File: src/rtl/apb3_master.sv
// ---------------------------------------------------------------------------
// apb3_master
//
// Single-outstanding APB3 initiator. A command taken on the valid/ready
// command port becomes one SETUP + ACCESS transfer on the APB3 pins. The
// completion (read data, slave error, timeout) comes back on a valid/ready
// response port. Nothing new is accepted until the response is consumed.
//
// Optional feature: define APB3_MASTER_TIMEOUT_EN to build an ACCESS wait
// counter. The transfer is aborted after TIMEOUT_CYCLES ACCESS cycles with
// PREADY low. Without the macro, ACCESS waits for PREADY forever and
// rsp_timeout is tied low.
//
// Parameters
//   ADDR_WIDTH      PADDR / cmd_addr width (>= 2)
//   DATA_WIDTH      PWDATA / PRDATA / cmd_wdata / rsp_rdata width
//   TIMEOUT_CYCLES  ACCESS-cycle limit (>= 1), used only with the timeout
//
// Ports
//   clk, resetn                    clock, asynchronous active-low reset
//   cmd_valid/cmd_ready            command handshake (ready only in IDLE)
//   cmd_write/cmd_addr/cmd_wdata   command payload (addr is word-aligned)
//   rsp_valid/rsp_ready            response handshake
//   rsp_rdata/rsp_error/rsp_timeout response payload
//   PADDR/PSEL/PENABLE/PWRITE/PWDATA APB3 requester outputs (all registered)
//   PREADY/PRDATA/PSLVERROR        APB3 completer inputs
// ---------------------------------------------------------------------------
module apb3_master #(
  parameter int ADDR_WIDTH     = 16,
  parameter int DATA_WIDTH     = 32,
  parameter int TIMEOUT_CYCLES = 255
) (
  input  logic                  clk,
  input  logic                  resetn,
  // command port
  input  logic                  cmd_valid,
  output logic                  cmd_ready,
  input  logic                  cmd_write,
  input  logic [ADDR_WIDTH-1:0] cmd_addr,
  input  logic [DATA_WIDTH-1:0] cmd_wdata,
  // response port
  output logic                  rsp_valid,
  input  logic                  rsp_ready,
  output logic [DATA_WIDTH-1:0] rsp_rdata,
  output logic                  rsp_error,
  output logic                  rsp_timeout,
  // APB3
  output logic [ADDR_WIDTH-1:0] PADDR,
  output logic                  PSEL,
  output logic                  PENABLE,
  output logic                  PWRITE,
  output logic [DATA_WIDTH-1:0] PWDATA,
  input  logic                  PREADY,
  input  logic [DATA_WIDTH-1:0] PRDATA,
  input  logic                  PSLVERROR
);

  typedef enum logic [1:0] {
    S_IDLE,
    S_SETUP,
    S_ACCESS,
    S_RESP
  } state_e;

  // Clears the two byte-lane bits so PADDR is always word aligned.
  localparam logic [ADDR_WIDTH-1:0] ADDR_ALIGN_MASK = ~ADDR_WIDTH'(3);

  if (TIMEOUT_CYCLES < 1) begin : g_bad_timeout
    $error("apb3_master: TIMEOUT_CYCLES must be >= 1");
  end

  state_e                  state_q, state_d;
  logic [ADDR_WIDTH-1:0]   paddr_q, paddr_d;
  logic                    pwrite_q, pwrite_d;
  logic [DATA_WIDTH-1:0]   pwdata_q, pwdata_d;
  logic                    psel_q, psel_d;
  logic                    penable_q, penable_d;
  logic [DATA_WIDTH-1:0]   rsp_rdata_q, rsp_rdata_d;
  logic                    rsp_error_q, rsp_error_d;

`ifdef APB3_MASTER_TIMEOUT_EN
  localparam int                WAIT_W    = $clog2(TIMEOUT_CYCLES + 1);
  localparam logic [WAIT_W-1:0] WAIT_LAST = WAIT_W'(TIMEOUT_CYCLES - 1);

  logic [WAIT_W-1:0] wait_q, wait_d;
  logic              rsp_timeout_q, rsp_timeout_d;
  logic              timeout_hit;

  // wait_q counts the PREADY-low ACCESS cycles already seen, so it equals
  // TIMEOUT_CYCLES-1 during the TIMEOUT_CYCLES-th ACCESS cycle. PREADY in
  // that cycle still completes normally.
  assign timeout_hit = (wait_q == WAIT_LAST) && !PREADY;
  assign rsp_timeout = rsp_timeout_q;
`else
  assign rsp_timeout = 1'b0;
`endif

  // Next-state and capture logic.
  // NOTE: every variable gets a default at the top of the block, so no
  // path through the case can leave it unassigned and infer a latch.
  always_comb begin
    state_d     = state_q;
    paddr_d     = paddr_q;
    pwrite_d    = pwrite_q;
    pwdata_d    = pwdata_q;
    rsp_rdata_d = rsp_rdata_q;
    rsp_error_d = rsp_error_q;
`ifdef APB3_MASTER_TIMEOUT_EN
    wait_d        = wait_q;
    rsp_timeout_d = rsp_timeout_q;
`endif

    unique case (state_q)
      S_IDLE: begin
        if (cmd_valid) begin
          state_d  = S_SETUP;
          paddr_d  = cmd_addr & ADDR_ALIGN_MASK;
          pwrite_d = cmd_write;
          pwdata_d = cmd_wdata;
        end
      end

      S_SETUP: begin
        state_d = S_ACCESS;
`ifdef APB3_MASTER_TIMEOUT_EN
        wait_d  = '0;
`endif
      end

      S_ACCESS: begin
        if (PREADY) begin
          state_d     = S_RESP;
          rsp_rdata_d = pwrite_q ? '0 : PRDATA;
          rsp_error_d = PSLVERROR;
`ifdef APB3_MASTER_TIMEOUT_EN
          rsp_timeout_d = 1'b0;
        end else if (timeout_hit) begin
          state_d       = S_RESP;
          rsp_rdata_d   = '0;
          rsp_error_d   = 1'b1;
          rsp_timeout_d = 1'b1;
`endif
        end
`ifdef APB3_MASTER_TIMEOUT_EN
        if (!PREADY) begin
          wait_d = wait_q + WAIT_W'(1);
        end
`endif
      end

      S_RESP: begin
        if (rsp_ready) begin
          state_d = S_IDLE;
        end
      end

      default: state_d = S_IDLE;
    endcase

    // Registered strobes decoded from the next state: glitch-free pins that
    // line up exactly with the state they belong to.
    psel_d    = (state_d == S_SETUP) || (state_d == S_ACCESS);
    penable_d = (state_d == S_ACCESS);
  end

  // NOTE: sequential state uses non-blocking assignments so every register
  // samples the pre-edge values, independent of statement order.
  always_ff @(posedge clk or negedge resetn) begin
    if (!resetn) begin
      state_q     <= S_IDLE;
      paddr_q     <= '0;
      pwrite_q    <= 1'b0;
      pwdata_q    <= '0;
      psel_q      <= 1'b0;
      penable_q   <= 1'b0;
      rsp_rdata_q <= '0;
      rsp_error_q <= 1'b0;
    end else begin
      state_q     <= state_d;
      paddr_q     <= paddr_d;
      pwrite_q    <= pwrite_d;
      pwdata_q    <= pwdata_d;
      psel_q      <= psel_d;
      penable_q   <= penable_d;
      rsp_rdata_q <= rsp_rdata_d;
      rsp_error_q <= rsp_error_d;
    end
  end

`ifdef APB3_MASTER_TIMEOUT_EN
  always_ff @(posedge clk or negedge resetn) begin
    if (!resetn) begin
      wait_q        <= '0;
      rsp_timeout_q <= 1'b0;
    end else begin
      wait_q        <= wait_d;
      rsp_timeout_q <= rsp_timeout_d;
    end
  end
`endif

  assign cmd_ready = (state_q == S_IDLE);
  assign rsp_valid = (state_q == S_RESP);
  assign rsp_rdata = rsp_rdata_q;
  assign rsp_error = rsp_error_q;

  assign PADDR   = paddr_q;
  assign PSEL    = psel_q;
  assign PENABLE = penable_q;
  assign PWRITE  = pwrite_q;
  assign PWDATA  = pwdata_q;

endmodule

File: config.mk
export PLATFORM = sky130hd
export DESIGN_NAME = apb3_master
export DESIGN_NICKNAME = d
export VERILOG_FILES = /design/src/rtl/apb3_master.sv
export SDC_FILE = /design/constraint.sdc
export NUM_CORES = 1
export LEC_CHECK = 0
export CAP_MARGIN = 20
export CELL_PAD_IN_SITES_DETAIL_PLACEMENT = 1
export CELL_PAD_IN_SITES_GLOBAL_PLACEMENT = 1
export CORE_ASPECT_RATIO = 0.75
export CORE_MARGIN = 4
export CORE_UTILIZATION = 25
export CTS_BUF_LIST = sky130_fd_sc_hd__clkbuf_4 sky130_fd_sc_hd__clkbuf_8 sky130_fd_sc_hd__clkbuf_16
export DETAILED_ROUTE_END_ITERATION = 10
export PLACE_DENSITY_LB_ADDON = 0.05
export SKIP_LAST_GASP = 1
export SLEW_MARGIN = 20
export SYNTH_ARGS = -nofsm -noshare
export SYNTH_HDL_FRONTEND = slang
export SYNTH_SLANG_ARGS = --single-unit
File: constraint.sdc
create_clock -name clk -period 2.7 [get_ports clk]
set_input_delay 0.675 -clock clk [delete_from_list [all_inputs] [get_ports clk]]
set_output_delay 0.675 -clock clk [all_outputs]
set_load 0.1 [all_outputs]
==> parameters.txt <==
Parameter                              Value

Synth
  Post-synthesis share of cell area spent on xor and xnor gates    0
  Post-synth top area share    0.591
  Adder-cell share of the synthesized area    0.00352
  FF+latch count, synth    84
  Seq/Total Area, Yosys    0.591
  Netlist cell types    20
  Mean post-synth cell area    15.9 um^2
  Post-synthesis instance area    0.00356 mm^2
  Area fraction in compound gates after synthesis    0.00739
  Number of warnings reported in the yosys synthesis log    0
  Dominant combinational cell family by area after synthesis    multiplexers
  Post-synthesis instance total    224
  Dominant cell type by area after synthesis    sky130_fd_sc_hd__dfrtp_1
  Area fraction in and, or, nand and nor cells after synthesis    0.0644
  Largest cells by area after synthesis    sky130_fd_sc_hd__dfrtp_1 59%, sky130_fd_sc_hd__mux2_2 16%, sky130_fd_sc_hd__mux2_4 13%
  Multiplexer fraction of the synthesized cell area    0.288

Timing
  Final Max Tran Viols    0
  Actual transition at the worst max-transition pin    621 ps
  Final critical-path required period    2010 ps
  Unrepaired setup endpoints after global routing    false
  Final Setup Violations    0
  Final count of hold timing violations    0
  Maximum clock frequency    498 MHz
  Clock tree skew after final layout    7.39 ps
  Worst slew margin relative to its limit    0.586
  Post-Route Setup TNS    0 ps
  Portion of the clock cycle consumed by the worst path in the final layout    0.744

Placement
  Last weighted congestion value of the routability-driven placer    0.677
  Estimated wirelength of the detail-placed design    6740 um
  Count of port buffers added during placement    168

Finish
  Post-synthesis to final-layout area growth    54.3%
  Number of nets in the final layout    483
  Count of filler cells inserted in the layout    1463
  Register area    0.00210 mm^2
  Multi-input combinational cell area    0.00131 mm^2
  Fraction of layout cells with a size suffix above 1    0.469
  N_diodes    0

CTS
  Hold-fix buffers at CTS    0
  TritonCTS clock tree    done
  Clock latency of the later-clocked register in the worst-skew pair    330 ps
  Post-CTS resize count    0
  Root Buffer Master    sky130_fd_sc_hd__clkbuf_16
  Maximum count of clock buffers along a single path    2
  CTS H-tree depth    3
  Number of sinks handled by clock tree synthesis    84
  CTS clock-pin slew for the worst setup and hold paths    60 ps
  Post-CTS Repair Setup Buffers    0
  CTS Buf Count    9

Status
  Result of the run    complete, no violations

Setup path
  Cells along the critical path    nor2_1, buf_4
  Kind of launch point of the worst setup path    flip-flop
  Category of the critical setup timing path    reg2out
  Critical-path top delay cell    sky130_fd_sc_hd__dfrtp_1
  Maximum single-stage delay on the critical path    440 ps
  Worst Setup End Kind    primary output
  Largest fanout on the critical path    6
  Required time reported for the critical path endpoint    2030 ps
  Crit path arrival time    1330 ps

Global route
  Global-route congestion overflow total    0
  Global-route wire length before repair    15100 um
  All-Layer GR Usage    0.118
  Initial antenna violation count    0
  Vias in the first global route    2657
  Largest net degree at the start of global routing    47

Hold path
  Type of the worst min-delay path    in2async

Die
  Number of placed I/O pins    174
  Chip width    146 um
  Height of the die    111 um
  Core outline area    0.0138 mm^2
  Row count    37
  Initial Utilization    0.257
  Die area    0.0162 mm^2

Drt
  Routed WL per cell    16.4 um
  Wirelength, routed    9380 um
  DRT antenna net count    0
  Drt first pass iters    4
  Initial drt markers    39
  Number of remaining DRC errors    0
  Vias per inst    4.21
  Total via count after detailed routing    2406

Run
  Max Cap Violations    0
==> cells in the mapped netlist (all sizes together) <==
| cell | instances |
|---|---|
| dfrtp | 84 |
| mux2 | 80 |
| nor2b | 32 |
| buf | 12 |
| clkbuf | 3 |
| a21oi | 2 |
| inv | 2 |
| and3b | 1 |
| conb | 1 |
| ha | 1 |
| mux2i | 1 |
| nand2 | 1 |
| nor2 | 1 |
| nor3b | 1 |
| o22a | 1 |
| o22ai | 1 |
==> registers in the layout (all words and copies together), names as in the netlist <==
signal	flops
rsp_error	1
state_q	2
rsp_rdata	32
PENABLE	1
PWDATA	32
PWRITE	1
PSEL	1
PADDR	14
==> logic make-up after synthesis <==
logic type / Yosys count
compound gates: 4
fa+ha+maj: 1
other cells: 1
flops: 84
mux: 81
simple gates: 36
buf+inv: 17
==> layer usage <==
layer  track usage  share of wire  vias up
met4        0.0323          0.011        0
li1              -              -     1098
met2         0.176           0.46       91
met1         0.155           0.45     1207
met3        0.0552          0.082       10
met5             0              0        -
==> final timing paths <==
check	startpoint	endpoint	slack, ps	cells after the start
min in group clk	PWDATA[23]	PWDATA[23]	510	1
worst max register to register	state_q[0]	rsp_rdata[6]	1130	3
worst min-delay path	resetn	rsp_rdata[30]	340	1
max in group asynchronous	resetn	rsp_rdata[4]	1670	2
worst max-delay path	state_q[0]	cmd_ready	690	2
worst min register to register	PWDATA[23]	PWDATA[23]	510	1
==> critical path: cells and delay by family (launching register included) <==
kind / cells / cell delay [ps]
buffers and inverters: 1 / 340
flip-flops: 1 / 440
AND/OR/NAND/NOR: 1 / 220
==> cell type report <==
class	count	area share
sequential	84	0.383
inverter	2	0.00137
multi-input combinational	125	0.239
tap	175	0.0399
timing repair buffer	173	0.286
clock inverter	3	0.00730
clock buffer	10	0.0436
==> metrics by stage <==
stage	setup slack [ps]	cells	utilization	hold slack, ps	instance area, um^2
floorplan	276	226	-	379	3560
global placement	455	559	0.376	491	5210
detailed placement	422	559	0.376	495	5210
CTS	666	572	0.396	373	5490
global route	565	572	0.396	402	5490
finish	692	572	0.396	344	5490
==> cells in the final DEF, fill, tap and decap left out <==
master / instances
sky130_fd_sc_hd__nor2b_1: 32
sky130_fd_sc_hd__mux2_2: 50
sky130_fd_sc_hd__ha_1: 1
sky130_fd_sc_hd__conb_1: 3
sky130_fd_sc_hd__nand2_1: 1
sky130_fd_sc_hd__clkbuf_8: 1
sky130_fd_sc_hd__buf_4: 85
sky130_fd_sc_hd__clkinv_2: 2
sky130_fd_sc_hd__o22a_2: 1
sky130_fd_sc_hd__dfrtp_1: 84
sky130_fd_sc_hd__nor3b_4: 1
sky130_fd_sc_hd__clkbuf_16: 9
sky130_fd_sc_hd__inv_1: 2
sky130_fd_sc_hd__clkdlybuf4s50_1: 83
sky130_fd_sc_hd__a21oi_1: 2
sky130_fd_sc_hd__o22ai_1: 1
sky130_fd_sc_hd__bufinv_16: 1
sky130_fd_sc_hd__mux2_4: 30
sky130_fd_sc_hd__buf_12: 5
sky130_fd_sc_hd__mux2i_1: 1
sky130_fd_sc_hd__nor2_1: 1
sky130_fd_sc_hd__and3b_2: 1
Power is left out: the tool's default activity adds up to more than one toggle a clock period on the data nets, which glitch-free logic cannot reach.
